**config.mk**
```make
export PLATFORM = sky130hd
export DESIGN_NAME = palette_ram_ctrl_flat
export DESIGN_NICKNAME = d
export VERILOG_FILES = /design/src/rtl/palette_ram_ctrl_if.sv /design/src/rtl/palette_ram_ctrl.sv /design/src/flat_wrapper.sv
export SDC_FILE = /design/constraint.sdc
export NUM_CORES = 1
export LEC_CHECK = 0
export ABC_CLOCK_PERIOD_IN_PS = 3300
export CAP_MARGIN = 20
export CORE_MARGIN = 2
export CORE_UTILIZATION = 55
export DETAILED_ROUTE_END_ITERATION = 10
export GPL_ROUTABILITY_DRIVEN = 1
export HOLD_SLACK_MARGIN = 0.12
export PLACE_DENSITY = 0.77
export SETUP_SLACK_MARGIN = 0.3
export SLEW_MARGIN = 20
export SYNTH_ARGS = -nofsm -noshare
export SYNTH_HDL_FRONTEND = slang
export SYNTH_SLANG_ARGS = --single-unit
```
**constraint.sdc**
```tcl
create_clock -name clk -period 3.3 [get_ports clk]
set_input_delay 0.33 -clock clk [delete_from_list [all_inputs] [get_ports clk]]
set_output_delay 0.33 -clock clk [all_outputs]
set_load 0.01 [all_outputs]
```
**src/rtl/palette_ram_ctrl_if.sv**
```systemverilog
// ---------------------------------------------------------------------------
// palette_ram_ctrl_if
// Bus between the palette controller and its two clients:
//   render read port : rd_en, rd_addr  -> rd_data (6b colour), rd_valid
//   host write port  : wr_en, wr_addr, wr_data (8b, low 6 stored) -> wr_ack
// The master modport belongs to the render/host side.
// The slave modport belongs to palette_ram_ctrl.
// ---------------------------------------------------------------------------
interface palette_ram_ctrl_if;
   logic       rd_en;
   logic [4:0] rd_addr;
   logic [5:0] rd_data;
   logic       rd_valid;
   logic       wr_en;
   logic [4:0] wr_addr;
   logic [7:0] wr_data;
   logic       wr_ack;

   modport master (
      output rd_en, rd_addr, wr_en, wr_addr, wr_data,
      input  rd_data, rd_valid, wr_ack
   );

   modport slave (
      input  rd_en, rd_addr, wr_en, wr_addr, wr_data,
      output rd_data, rd_valid, wr_ack
   );
endinterface

```
**src/rtl/palette_ram_ctrl.sv**
```systemverilog
// ---------------------------------------------------------------------------
// palette_ram_ctrl
// NES PPU palette controller.
// After reset, or when init_start is pulsed, it copies a 32-entry
// combinational palette ROM into a writable 32x6 store. It then serves
// render reads (with priority) and host writes from that store. Both ports
// apply the $3F10/$3F14/$3F18/$3F1C mirroring.
//
// Ports:
//   clk, rst_n  : clock, asynchronous active-low reset
//   init_start  : pulse, starts a ROM copy (accepted in IDLE or READY)
//   init_busy   : high while copying
//   init_done   : pulse on the final copy cycle
//   rom_addr    : ROM address; rom_data is valid in the same cycle
//   rom_data    : ROM data, low 6 bits used
//   gray        : (PALETTE_GRAYSCALE_EN only) mask read colours to & 6'h30
//   bus         : palette_ram_ctrl_if.slave (render read / host write)
//
// Optional feature macro: PALETTE_GRAYSCALE_EN
// ---------------------------------------------------------------------------
module palette_ram_ctrl #(
   parameter bit         AUTO_INIT   = 1'b1,
   parameter logic [5:0] BLANK_COLOR = 6'h0F
) (
   input  logic               clk,
   input  logic               rst_n,
   input  logic               init_start,
   output logic               init_busy,
   output logic               init_done,
   output logic [4:0]         rom_addr,
   input  logic [7:0]         rom_data,
`ifdef PALETTE_GRAYSCALE_EN
   input  logic               gray,
`endif
   palette_ram_ctrl_if.slave  bus
);

   typedef enum logic [1:0] {IDLE, LOAD, READY} state_t;

   state_t     state;
   state_t     next_state;
   logic [4:0] load_count;
   logic       count_last;
   logic       auto_pending;
   logic       store_valid;
   logic       load_write;
   logic       host_write;
   logic [5:0] read_mask;
   logic [5:0] store [32];
   logic       unused_high_bits;

   // The sprite backdrop entries 0x10/0x14/0x18/0x1C share storage with
   // 0x00/0x04/0x08/0x0C.
   function automatic logic is_alias(input logic [4:0] a);
      return a[4] && (a[1:0] == 2'b00);
   endfunction

   function automatic logic [4:0] canon(input logic [4:0] a);
      return is_alias(a) ? {1'b0, a[3:0]} : a;
   endfunction

   assign count_last       = (load_count == 5'd31);
   assign unused_high_bits = ^{rom_data[7:6], bus.wr_data[7:6]};

   // The greyscale mask keeps only the luminance bits of the colour index.
   // Without the feature, the mask lets every bit through.
`ifdef PALETTE_GRAYSCALE_EN
   assign read_mask = gray ? 6'h30 : 6'h3F;
`else
   assign read_mask = 6'h3F;
`endif

   // State register. Reset always returns to IDLE, which also aborts a copy
   // that is in progress.
   always_ff @(posedge clk or negedge rst_n) begin
      if (!rst_n) begin
         state <= IDLE;
      end else begin
         state <= next_state;
      end
   end

   // auto_pending is high only for the first cycle after reset. That lets
   // AUTO_INIT start a copy exactly once, with no external pulse.
   always_ff @(posedge clk or negedge rst_n) begin
      if (!rst_n) begin
         auto_pending <= 1'b1;
      end else begin
         auto_pending <= 1'b0;
      end
   end

   // Next-state logic. A copy always runs all 32 addresses. init_start is
   // ignored while a copy runs.
   always_comb begin
      next_state = state;
      case (state)
         IDLE:    if (init_start || (AUTO_INIT && auto_pending)) next_state = LOAD;
         LOAD:    if (count_last) next_state = READY;
         READY:   if (init_start) next_state = LOAD;
         default: next_state = IDLE;
      endcase
   end

   // Output decode. A host write commits only in READY, only when no render
   // read wants the store, and only when no new copy is starting this cycle.
   // A write that is blocked stays pending on wr_en until it can commit.
   always_comb begin
      init_busy  = 1'b0;
      init_done  = 1'b0;
      rom_addr   = 5'd0;
      load_write = 1'b0;
      host_write = 1'b0;
      bus.wr_ack = 1'b0;
      case (state)
         LOAD: begin
            init_busy  = 1'b1;
            init_done  = count_last;
            rom_addr   = load_count;
            load_write = !is_alias(load_count);
         end
         READY: begin
            host_write = bus.wr_en && !bus.rd_en && !init_start;
            bus.wr_ack = host_write;
         end
         default: ;
      endcase
   end

   // The copy counter starts at zero in every LOAD and wraps naturally after 31.
   always_ff @(posedge clk or negedge rst_n) begin
      if (!rst_n) begin
         load_count <= 5'd0;
      end else if (state == LOAD) begin
         load_count <= load_count + 5'd1;
      end else begin
         load_count <= 5'd0;
      end
   end

   // The store is valid from the end of a complete copy until the next copy starts.
   always_ff @(posedge clk or negedge rst_n) begin
      if (!rst_n) begin
         store_valid <= 1'b0;
      end else if (state == LOAD && count_last) begin
         store_valid <= 1'b1;
      end else if (state == READY && init_start) begin
         store_valid <= 1'b0;
      end
   end

   // Palette store. The copy skips the mirror addresses, so the base entries
   // keep the ROM values for 0x00/0x04/0x08/0x0C. Copy writes and host writes
   // can never happen in the same cycle, because they belong to different states.
   always_ff @(posedge clk or negedge rst_n) begin
      if (!rst_n) begin
         for (int i = 0; i < 32; i++) begin
            store[i] <= 6'h00;
         end
      end else if (load_write) begin
         store[load_count] <= rom_data[5:0];
      end else if (host_write) begin
         store[canon(bus.wr_addr)] <= bus.wr_data[5:0];
      end
   end

   // Registered read port. Every accepted read produces rd_valid in the next
   // cycle. Until the store is valid, the read returns the blank colour.
   // When no read is accepted, rd_data keeps its last value.
   always_ff @(posedge clk or negedge rst_n) begin
      if (!rst_n) begin
         bus.rd_data  <= 6'h00;
         bus.rd_valid <= 1'b0;
      end else begin
         bus.rd_valid <= bus.rd_en;
         if (bus.rd_en) begin
            bus.rd_data <= store_valid ? (store[canon(bus.rd_addr)] & read_mask)
                                       : BLANK_COLOR;
         end
      end
   end

endmodule

```
**src/flat_wrapper.sv**
```systemverilog
// flat-port wrapper written by rule: the top's interface ports become plain ports
module palette_ram_ctrl_flat 
#(
   parameter bit         AUTO_INIT   = 1'b1,
   parameter logic [5:0] BLANK_COLOR = 6'h0F
)
  (clk, rst_n, init_start, init_busy, init_done, rom_addr, rom_data, bus_rd_en, bus_rd_addr, bus_wr_en, bus_wr_addr, bus_wr_data, bus_rd_data, bus_rd_valid, bus_wr_ack);
  palette_ram_ctrl_if bus_i ();
  input  logic clk;
  input  logic rst_n;
  input  logic init_start;
  output logic init_busy;
  output logic init_done;
  output logic [4:0] rom_addr;
  input  logic [7:0] rom_data;
  input wire logic [$bits(bus_i.rd_en)-1:0] bus_rd_en;
  input wire logic [$bits(bus_i.rd_addr)-1:0] bus_rd_addr;
  input wire logic [$bits(bus_i.wr_en)-1:0] bus_wr_en;
  input wire logic [$bits(bus_i.wr_addr)-1:0] bus_wr_addr;
  input wire logic [$bits(bus_i.wr_data)-1:0] bus_wr_data;
  output wire logic [$bits(bus_i.rd_data)-1:0] bus_rd_data;
  output wire logic [$bits(bus_i.rd_valid)-1:0] bus_rd_valid;
  output wire logic [$bits(bus_i.wr_ack)-1:0] bus_wr_ack;
  assign bus_i.rd_en = bus_rd_en;
  assign bus_i.rd_addr = bus_rd_addr;
  assign bus_i.wr_en = bus_wr_en;
  assign bus_i.wr_addr = bus_wr_addr;
  assign bus_i.wr_data = bus_wr_data;
  assign bus_rd_data = bus_i.rd_data;
  assign bus_rd_valid = bus_i.rd_valid;
  assign bus_wr_ack = bus_i.wr_ack;
  palette_ram_ctrl #(.AUTO_INIT(AUTO_INIT), .BLANK_COLOR(BLANK_COLOR)) u_core (.clk(clk), .rst_n(rst_n), .init_start(init_start), .init_busy(init_busy), .init_done(init_done), .rom_addr(rom_addr), .rom_data(rom_data), .bus(bus_i));
endmodule
```
==> flow_summary.json <==
{
  "status": "completed",
  "power_density_nw_per_um2": 840,
  "routedWlPerCell_um": 26.1,
  "ys.flop_type": "dfrtp_1",
  "synth_edf_count": 0,
  "fin_area_um2": 12300,
  "worstReg2RegStart": "u_core.load_count[1]$_DFF_PN0_",
  "fin_crit_sh": 0.886,
  "synth_compound_area_frac": 0.273,
  "num_antenna_cells": 0,
  "grt_max_degree": 102,
  "h-tree-depth": 1,
  "synth.most_common_cell": "dfrtp_1",
  "synth_nets": 1004,
  "nNetsFinal": 996,
  "hpwl_um": 20400,
  "critPathBufInv": 2,
  "hold_viol_final": 0,
  "rows": 52,
  "crit_path_max_fanout": 16,
  "cts-root-buf": "clkbuf_16",
  "yosys.area.top_type": "dfrtp_1",
  "yosysWarnings": 0,
  "synthTopCellsByArea": "dfrtp_1 (46%), o221ai_1 (9.5%), o21a_1 (8.1%), mux4_2 (5.4%), mux2_2 (4.9%)",
  "post-cts-setup-buffers": 0,
  "core_um2": 20100,
  "die_width_um": 147,
  "cts_made_buffers": 23,
  "critPathTopFamily": "flip-flops",
  "peakVddDrop_v": 0.000443,
  "clk_pin_slew_worst_paths_ns": 0.06,
  "ant_nets": 0,
  "synthDistinctLibCells": 55,
  "startpoint_type": "register",
  "post_synth_inst_count": 968,
  "synth-simple-area-share": 0.0690,
  "p_total_mw": 10.3,
  "drt-total-wl_um": 32500,
  "relSlewSlack": 0.369,
  "fin_util": 0.611,
  "tightest_slew_ns": 0.943,
  "antenna_found_initial": 0,
  "fin_ws_ns": 0.378,
  "grt_pass1_vias": 9007,
  "holdWs_ns": 0.371,
  "synth_fa_ha_area_frac": 0.00559,
  "synth_top_family_by_area": "compound AO/OA/AOI/OAI gates",
  "firstDrtPassIters": 8,
  "synthXorXnorAreaFrac": 0.00157,
  "worstPathRequired_ns": 2.97,
  "cp_cell_sequence": "and3_1 > ha_1 > inv_1 > nor2_1 > clkdlybuf4s50_1",
  "synthesis.area_um2": 11200,
  "vias": 8915,
  "die_y_um": 147,
  "crit_path_max_incr_delay_ns": 0.80,
  "rsz0062_at_grt": "false",
  "drtIter0Drc": 959,
  "synth-async-reset-ratio": 1.00,
  "initial_core_util": 0.557,
  "muxShareOfSynthArea": 0.135,
  "die_area_um2": 21500,
  "seq_area_frac_synth": 0.461,
  "vias_per_cell": 7.17,
  "crit_start": "u_core.load_count[3]$_DFF_PN0_",
  "place_ws_ns": 0.457,
  "critPathKind": "reg -> out",
  "synth_top_area_frac": 0.459,
  "crit_slowest_cell": "dfrtp_1",
  "syn_area_per_cell_um2": 11.6,
  "min_path_type": "reg -> reg",
  "r2r_cells": 7,
  "dpl-instance-area_um2": 11600,
  "drv_slew": 0,
  "drcViolationCount": 0,
  "endpoint": "init_done",
  "fin_skew_ns": 0.00938,
  "reg2reg_to": "u_core.store[40]$_DFFE_PN0P_",
  "setup_viol": 0,
  "cts_buffer_depth": 3,
  "area.growth.synth_to_final_pct": 9.76,
  "tns_ns": 0,
  "reg2reg_slack_ns": 0.63,
  "grt_pass1_wl_um": 50800,
  "cts_tree": "yes",
  "drive_gt1_frac": 0.189,
  "crit_path_end_kind": "output port",
  "grt_overflow_total": 0,
  "pin_count": 46,
  "clock.fmax_mhz": 342,
  "port_buffers": 41,
  "cap_violations": 0,
  "grt_usage": 0.303,
  "final_cells": 1244,
  "insertion_delay_ns": 0.51,
  "clock_sinks": 206,
  "ys_ff_latch": 206,
  "worst-path-stages": 5,
  "place_inst": 1204,
  "ys_top_cells_by_count": "dfrtp_1 (205), o221ai_1 (121), o21a_1 (120), nand2_1 (67), o22ai_1 (51)",
  "cp.arrival_ns": 2.59,
  "routabilityCongestion": 0.930,
  "cellLeakagePower_nw": 4.63,
  "layout_min_cycle_time_ns": 2.92
}
-- what timing repair did --
action                                  4_1_cts  5_1_grt
resized for setup                             1        0
hold endpoints to repair                     97        0
hold buffers                                  1        0
endpoints found under the setup margin        1        0
-- worst min path at each step --
stage                            startpoint                                 to  slack (ns)  depth (start not counted)
3_3_place_gp   u_core.store[93]$_DFFE_PN0P_       u_core.store[93]$_DFFE_PN0P_        0.36                          0
2_1_floorplan                         rst_n  u_core.bus.rd_data[0]$_DFFE_PN0P_        0.03                          0
5_1_grt        u_core.store[91]$_DFFE_PN0P_       u_core.store[91]$_DFFE_PN0P_        0.38                          0
3_5_place_dp   u_core.store[67]$_DFFE_PN0P_       u_core.store[67]$_DFFE_PN0P_        0.36                          0
4_1_cts        u_core.store[66]$_DFFE_PN0P_       u_core.store[66]$_DFFE_PN0P_        0.38                          0
6_report       u_core.store[66]$_DFFE_PN0P_       u_core.store[66]$_DFFE_PN0P_        0.37                          0
-- power breakdown --
part | internal (mW) | total (mW) | switching (mW)
Sequential | 3.51 | 4.19 | 0.680
Clock | 1.46 | 2.47 | 1.01
Combinational | 1.68 | 3.66 | 1.98
-- worst register-to-register path: stages (launching register included) --
cell and delay [ns]:
dfrtp_1 0.41, inv_1 0.12, ha_1 0.20, nor2b_1 0.57, nand3_1 0.38, o22ai_2 0.51, o221ai_1 0.23, o21a_1 0.15
-- cells in the final DEF (no fill, tap or decap), types with 3 or more instances in the layout --
cell type / n
o22ai_2: 26
mux2_2: 49
and2_1: 5
clkinv_2: 5
o21a_1: 120
nand3_1: 21
ha_1: 5
mux2i_1: 35
clkdlybuf4s50_1: 38
a31oi_1: 5
nand2_1: 67
nor2b_1: 14
nand2b_1: 3
a21oi_1: 10
nand2_2: 6
clkbuf_8: 6
nand4_1: 5
dfrtp_1: 204
clkbuf_1: 5
nand2_4: 4
a221oi_1: 3
inv_1: 8
buf_4: 23
mux4_2: 27
nor2_1: 23
a22o_1: 4
a22oi_1: 6
o21ai_0: 8
clkbuf_16: 23
o22ai_1: 51
o221ai_1: 121
a311oi_1: 8
-- final cells by class --
cell class,instances,area [um2]
fillers,1613,7820
repair buffers,66,607
inverters,10,40.0
flip-flops and latches,206,5160
well taps,270,338
clock inverters,6,55.1
multi-input cells,653,5420
clock buffers,33,663
-- flip-flops by register name, indices dropped and copies added (netlist names) --
signal               flops
u_core.store           190
u_core.bus.rd_data       6
u_core.load_count        5
u_core.state             2
u_core.auto_pending      1
u_core.bus.rd_valid      1
u_core.store_valid       1
-- routing by layer --
layer / wire (um) / vias up / GRT usage / part of all wire
li1: - / 3807 / - / -
met1: 12900 / 4484 / 0.405 / 0.40
met2: 14800 / 507 / 0.465 / 0.45
met3: 3040 / 117 / 0.0688 / 0.094
met4: 1740 / 0 / 0.158 / 0.054
met5: 0 / - / 0 / 0
-- kinds of logic (layout without fill, tap and decap cells) --
kind of cell / after synthesis / after routing
XOR/XNOR: 2 / 2
adder cells (fa/ha/maj): 5 / 5
other: 1 / 1
AO/OA/AOI/OAI: 376 / 376
flip-flops: 206 / 206
buffers and inverters: 109 / 115
multiplexers: 111 / 111
AND/OR/NAND/NOR: 158 / 158
No activity file was read; power rests on OpenSTA's default activity.
